$ cat src/rtl/wb_arb_pkg.sv
// Shared widths, packet type and ROB-age helper for the writeback arbiter.
// Optional feature macro: WB_ARB_AGE_EN (oldest-first arbitration).
package wb_arb_pkg;
   localparam int WB_ROBID_W = 8;
   localparam int WB_RD_W    = 6;
   localparam int WB_DATA_W  = 32;

   typedef struct packed {
      logic                  error;
      logic [WB_ROBID_W-1:0] robid;
      logic [WB_RD_W-1:0]    rd;
      logic [WB_DATA_W-1:0]  result;
   } wb_pkt_t;

   // Distance of a tag from the ROB head; wraps naturally at 2^WB_ROBID_W.
   function automatic logic [WB_ROBID_W-1:0] rob_age(
      input logic [WB_ROBID_W-1:0] tag,
      input logic [WB_ROBID_W-1:0] head
   );
      return tag - head;
   endfunction
endpackage

$ cat src/rtl/wb_pick.sv
// Combinational winner selection: round-robin from rr_ptr, or smallest age
// (ties to lowest index) when WB_ARB_AGE_EN is defined.
module wb_pick #(
   parameter int NREQ  = 4,
   parameter int IDX_W = 2
`ifdef WB_ARB_AGE_EN
   ,
   parameter int AGE_W = 8
`endif
) (
   input  logic [NREQ-1:0]       valid,
`ifdef WB_ARB_AGE_EN
   input  logic [NREQ*AGE_W-1:0] ages,
`else
   input  logic [IDX_W-1:0]      rr_ptr,
`endif
   output logic [NREQ-1:0]       grant,
   output logic [IDX_W-1:0]      grant_idx,
   output logic                  any
);

`ifdef WB_ARB_AGE_EN
   always_comb begin : age_search
      logic [AGE_W-1:0] best;
      best      = '0;
      grant     = '0;
      grant_idx = '0;
      any       = 1'b0;
      // Strict less-than keeps the lowest index on ties.
      for (int i = 0; i < NREQ; i++) begin
         if (valid[i] && (!any || ages[i*AGE_W +: AGE_W] < best)) begin
            any       = 1'b1;
            best      = ages[i*AGE_W +: AGE_W];
            grant_idx = IDX_W'(i);
         end
      end
      grant[grant_idx] = any;
   end
`else
   always_comb begin : rr_search
      int j;
      j         = 0;
      grant     = '0;
      grant_idx = '0;
      any       = 1'b0;
      for (int k = 0; k < NREQ; k++) begin
         j = int'(rr_ptr) + k;
         if (j >= NREQ) j = j - NREQ;
         if (!any && valid[j]) begin
            any       = 1'b1;
            grant_idx = IDX_W'(j);
         end
      end
      grant[grant_idx] = any;
   end
`endif

endmodule

$ cat src/rtl/wb_arbiter.sv
// Writeback bus arbiter: grants one of NREQ units per cycle and registers its
// packet onto the bus; WB_ARB_AGE_EN switches to oldest-first selection.
module wb_arbiter
   import wb_arb_pkg::*;
#(
   parameter int NREQ    = 4,
   parameter int ROBID_W = WB_ROBID_W,
   parameter int RD_W    = WB_RD_W
) (
   input  logic                    clk,
   input  logic                    rst,
   input  logic [NREQ-1:0]         req_valid,
   output logic [NREQ-1:0]         req_ready,
   input  logic [NREQ-1:0]         req_error,
   input  logic [NREQ*ROBID_W-1:0] req_robid,
   input  logic [NREQ*RD_W-1:0]    req_rd,
   input  logic [NREQ*32-1:0]      req_result,
   input  logic                    rob_flush,
   input  logic [ROBID_W-1:0]      rob_head,
   output logic                    wb_valid,
   output logic                    wb_error,
   output logic [ROBID_W-1:0]      wb_robid,
   output logic [RD_W-1:0]         wb_rd,
   output logic [31:0]             wb_result
);

   localparam int IDX_W = $clog2(NREQ);

   logic [NREQ-1:0]    pick_grant;
   logic [IDX_W-1:0]   pick_idx;
   logic               pick_any;
   logic               take;
   logic [IDX_W-1:0]   rr_ptr_reg;
   logic               valid_reg;
   logic               error_reg;
   logic [ROBID_W-1:0] robid_reg;
   logic [RD_W-1:0]    rd_reg;
   logic [31:0]        result_reg;

`ifdef WB_ARB_AGE_EN
   logic [NREQ*ROBID_W-1:0] ages;

   genvar gi;
   generate
      for (gi = 0; gi < NREQ; gi++) begin : g_age
         assign ages[gi*ROBID_W +: ROBID_W] = rob_age(req_robid[gi*ROBID_W +: ROBID_W], rob_head);
      end
   endgenerate

   wb_pick #(
      .NREQ  (NREQ),
      .IDX_W (IDX_W),
      .AGE_W (ROBID_W)
   ) u_pick (
      .valid     (req_valid),
      .ages      (ages),
      .grant     (pick_grant),
      .grant_idx (pick_idx),
      .any       (pick_any)
   );
`else
   logic unused_rob_head;
   assign unused_rob_head = ^rob_head;

   wb_pick #(
      .NREQ  (NREQ),
      .IDX_W (IDX_W)
   ) u_pick (
      .valid     (req_valid),
      .rr_ptr    (rr_ptr_reg),
      .grant     (pick_grant),
      .grant_idx (pick_idx),
      .any       (pick_any)
   );
`endif

   // A flush (or reset) blocks acceptance so squashed units are never consumed.
   assign req_ready = (rst || rob_flush) ? '0 : pick_grant;
   assign take      = pick_any && !rst && !rob_flush;

   always_ff @(posedge clk) begin
      if (rst) begin
         valid_reg  <= 1'b0;
         rr_ptr_reg <= '0;
         error_reg  <= 1'b0;
         robid_reg  <= '0;
         rd_reg     <= '0;
         result_reg <= '0;
      end else begin
         valid_reg <= take;
         if (take) begin
            error_reg  <= req_error[pick_idx];
            robid_reg  <= req_robid[pick_idx*ROBID_W +: ROBID_W];
            rd_reg     <= req_rd[pick_idx*RD_W +: RD_W];
            result_reg <= req_result[pick_idx*32 +: 32];
`ifndef WB_ARB_AGE_EN
            rr_ptr_reg <= (pick_idx == IDX_W'(NREQ-1)) ? '0 : pick_idx + 1'b1;
`endif
         end
      end
   end

   assign wb_valid  = valid_reg & ~rob_flush;
   assign wb_error  = error_reg;
   assign wb_robid  = robid_reg;
   assign wb_rd     = rd_reg;
   assign wb_result = result_reg;

endmodule

$ cat config.mk
export PLATFORM = sky130hd
export DESIGN_NAME = wb_arbiter
export DESIGN_NICKNAME = d
export VERILOG_FILES = /design/src/rtl/wb_arb_pkg.sv /design/src/rtl/wb_pick.sv /design/src/rtl/wb_arbiter.sv
export SDC_FILE = /design/constraint.sdc
export NUM_CORES = 1
export LEC_CHECK = 0
export ABC_AREA = 1
export BUFFER_PORTS_ARGS = -buffer_cell sky130_fd_sc_hd__clkbuf_2
export CORE_AREA = 2 2 99 101
export DETAILED_ROUTE_END_ITERATION = 16
export DIE_AREA = 0 0 101 103
export GPL_TIMING_DRIVEN = 1
export HOLD_SLACK_MARGIN = 0.02
export MAX_ROUTING_LAYER = met4
export PLACE_DENSITY = 0.76
export SLEW_MARGIN = 20
export SYNTH_ARGS = -nofsm -noshare
export SYNTH_HDL_FRONTEND = slang
export SYNTH_HIERARCHICAL = 1
export SYNTH_SLANG_ARGS = --single-unit
$ cat constraint.sdc
create_clock -name clk -period 2.85 [get_ports clk]
set_input_delay 0.855 -clock clk [delete_from_list [all_inputs] [get_ports clk]]
set_output_delay 0.855 -clock clk [all_outputs]
set_load 0.02 [all_outputs]
==> impl_metrics.yaml <==
pwr:
  p_per_area_mw_per_mm2: 996
  seqPwrFrac: 0.232
  combPwrFrac: 0.686
  p_leak_nw: 3.00
  irDropWorstVdd_mv: 0.448
  p_sw_mw: 2.74
  swShare: 0.523
  p_int_mw: 2.50
  pwr-share-clk: 0.082
clock_network:
  htreeDepth: 2
  clk_pin_slew_ns: 0.09
  cts_buffer_depth: 2
  postCtsHoldBufs: 0
  ctsRootBufferMaster: "clkbuf_8"
  clk_latency_ns: 0.30
  cts_buffers: 5
  cts_sinks: 50
  cts_tree: "built"
synth:
  ys_ff_latch: 50
  synth-compound-area-share: 0.00278
  synth_nets: 822
  yosys.area_share.adder: 0.00347
  yosysUniqueCellTypes: 20
  synth_top_family_by_area: "simple AND/OR/NAND/NOR gates"
  syn_avg_cell_area_um2: 5.83
  synth_cells: 618
  syn-cell-area_mm2: 0.00360
  synth_simple_gate_area_frac: 0.611
  muxShareOfSynthArea: 0
  synth-seq-area-share: 0.278
  synth-xor-area-share: 0
  yosys_warnings: 6
drt:
  met3RoutedLength_um: 924
  vias: 4807
  route.met2.wl_um: 6010
  wire_per_inst_um: 12.7
  drt-initial-drc-count: 128
  postRouteAntennaNets: 0
  drc: 0
  wl_met1_um: 5100
  top_layer_used: "met4"
  totalWireLength_um: 12300
  viasPerCell: 4.99
  dr.pass1.iters: 6
layout:
  area_growth_pct: 46.1
  multi_input_area_mm2: 0.00238
  drive_gt1_frac: 0.395
  final_nets: 1053
  final-seq-area_mm2: 0.00101
  final_area_mm2: 0.00526
  final_cells: 964
  antenna_cells: 0
  fillers: 1009
  largest_reg_flops: 32
sta:
  fin_crit_sh: 1.02
  fmax_ghz: 0.344
  post-route-min-period_ns: 2.91
  fin_ws_ns: -0.0569
  rsz0062_at_grt: "yes"
  max_slew_margin: 0.655
  worst_slew_pin_slew_ns: 0.518
  finalClockSkew_ns: 0.00519
  setup_violations: 4
  hold_viol: 0
  slew_violations: 0
floorplanning:
  die_w_um: 101
  dieHeight_um: 103
  core_mm2: 0.00946
  die_area_mm2: 0.0104
  start_util: 0.381
  rows: 36
  ios: 255
critical_path:
  cp-start-kind: "input pin"
  worst-path-buf-inv: 4
  end_kind: "output pin"
  crit_family: "simple AND/OR/NAND/NOR gates"
  crit_chain: "buf_6 > nand2_1 > nand2_1 > nand2_4 > nand2_4 > nor2_4 > nand3_4 > nand3_4 > nand2_1 > inv_1 > inv_1 > nor2_1 > buf_4"
  slowest_delay_ns: 0.14
  cp.required_ns: 2.00
  crit_path_top_delay_cell: "nor2_4"
  crit_path_max_fanout: 4
  cp_common_cell: "nand2_1"
  crit_type: "in2out"
  critical_path_arrival_ns: 2.05
placed_design:
  dp_cells: 951
  dp_hpwl_um: 9150
  dpl_cell_area_mm2: 0.00491
  port_buffers: 246
  place.gp.congestion: 0.887
status:
  violations: "setup timing"
  outcome: "complete, but fails checks"
grt:
  grt_first_pass_wirelength_um: 18200
  antenna_found_initial: 0
  grtUsageTotal: 0.224
  grt_overflow: 0
  grt_pass1_vias: 4053
  grt_max_degree: 56
min_path:
  hp-class: "reg2reg"
flow_run:
  cap_viol_max_count: 0
-- through the flow --
stage | setup WS [ns] | util | hold WS (ns) | setup TNS [ns] | total power, mW
2_1_floorplan | 0.0747 | - | 0.479 | 0 | 3.67
3_3_place_gp | -0.109 | 0.520 | 0.457 | -0.366 | 4.64
3_5_place_dp | -0.111 | 0.520 | 0.460 | -0.377 | 4.66
4_1_cts | -0.0570 | 0.535 | 0.475 | -0.167 | 5.14
5_1_grt | -0.113 | 0.556 | 0.490 | -0.388 | 5.70
6_report | -0.0569 | 0.556 | 0.471 | -0.129 | 5.24
-- power groups by stage --
stage / sequential [mW] / combinational [mW] / clock [mW]
global placement: 1.22 / 3.43 / 0
detailed placement: 1.23 / 3.43 / 0
finish: 1.22 / 3.60 / 0.430
global route: 1.25 / 3.98 / 0.471
floorplan: 1.58 / 2.10 / 0
CTS: 1.21 / 3.48 / 0.446
-- cells in the final DEF, fill, tap and decap left out --
cell type / instances
nand2_1: 249
clkbuf_2: 238
nand3_1: 192
dfxtp_1: 48
buf_4: 22
nand2_2: 18
nand2_4: 11
inv_1: 10
nor2_1: 10
nor2_2: 6
clkbuf_8: 6
buf_12: 6
inv_2: 5
nand3_4: 5
buf_6: 3
inv_4: 3
nand3_2: 3
buf_8: 2
inv_6: 2
clkinv_1: 1
o21ai_0: 1
ha_1: 1
clkbuf_1: 1
clkinv_2: 1
dfxtp_4: 1
dfxtp_2: 1
inv_8: 1
nor2_4: 1
o21ai_4: 1
nand4_1: 1
-- layout make-up --
class	count	area share
well taps	114	0.0271
flip-flops and latches	50	0.191
clock buffers	7	0.0164
clock inverters	1	0.000951
multi-input cells	499	0.451
repair buffers	271	0.293
inverters	22	0.0204
-- routing by layer --
layer | GRT usage | vias up
li1 | - | 2470
met1 | 0.249 | 2130
met2 | 0.407 | 188
met3 | 0.0441 | 19
met4 | 0.0644 | 0
met5 | - | -
-- tightest hold or removal path: stages (launching register included) --
cell and delay [ns]:
dfxtp_1 0.32, nand3_1 0.07, nand2_1 0.05
-- timing repair --
item,4_1_cts,5_1_grt
pin swaps,14,31
resized for setup,16,54
setup endpoints to repair,4,4
setup buffers,1,4
-- synthesized netlist by cell type --
cell type / instances / area [um^2]
clkbuf_1: 8 / 30.0
o21ai_0: 1 / 5.00
nand2_1: 266 / 998
nand3_1: 195 / 976
buf_4: 2 / 15.0
nor2_4: 1 / 11.3
ha_1: 1 / 12.5
nand3_2: 5 / 50.1
nor2_1: 14 / 52.6
buf_6: 9 / 101
nand2_4: 4 / 45.0
inv_8: 1 / 11.3
buf_2: 28 / 140
nor2_2: 2 / 12.5
dfxtp_1: 50 / 1000
o21ai_1: 1 / 5.00
nand2_2: 8 / 50.1
inv_2: 4 / 15.0
inv_1: 17 / 63.8
nand4_1: 1 / 6.26
-- final timing paths --
kind                                   start                          to  slack, ns  depth (start not counted)
hold reg to reg    wb_result[7]$_SDFFE_PP0P_   wb_result[7]$_SDFFE_PP0P_       0.47                          2
hold / removal     wb_result[7]$_SDFFE_PP0P_   wb_result[7]$_SDFFE_PP0P_       0.47                          2
setup / recovery                req_valid[3]                req_ready[2]      -0.06                         13
setup reg to reg  rr_ptr_reg[0]$_SDFFE_PP0P_  wb_result[13]$_SDFFE_PP0P_       0.36                         15
-- logic make-up after synthesis --
group	Yosys count
AO/OA/AOI/OAI	2
adder cells (fa/ha/maj)	1
buffers and inverters	69
flip-flops	50
AND/OR/NAND/NOR	496
No activity file was read; power rests on OpenSTA's default activity.
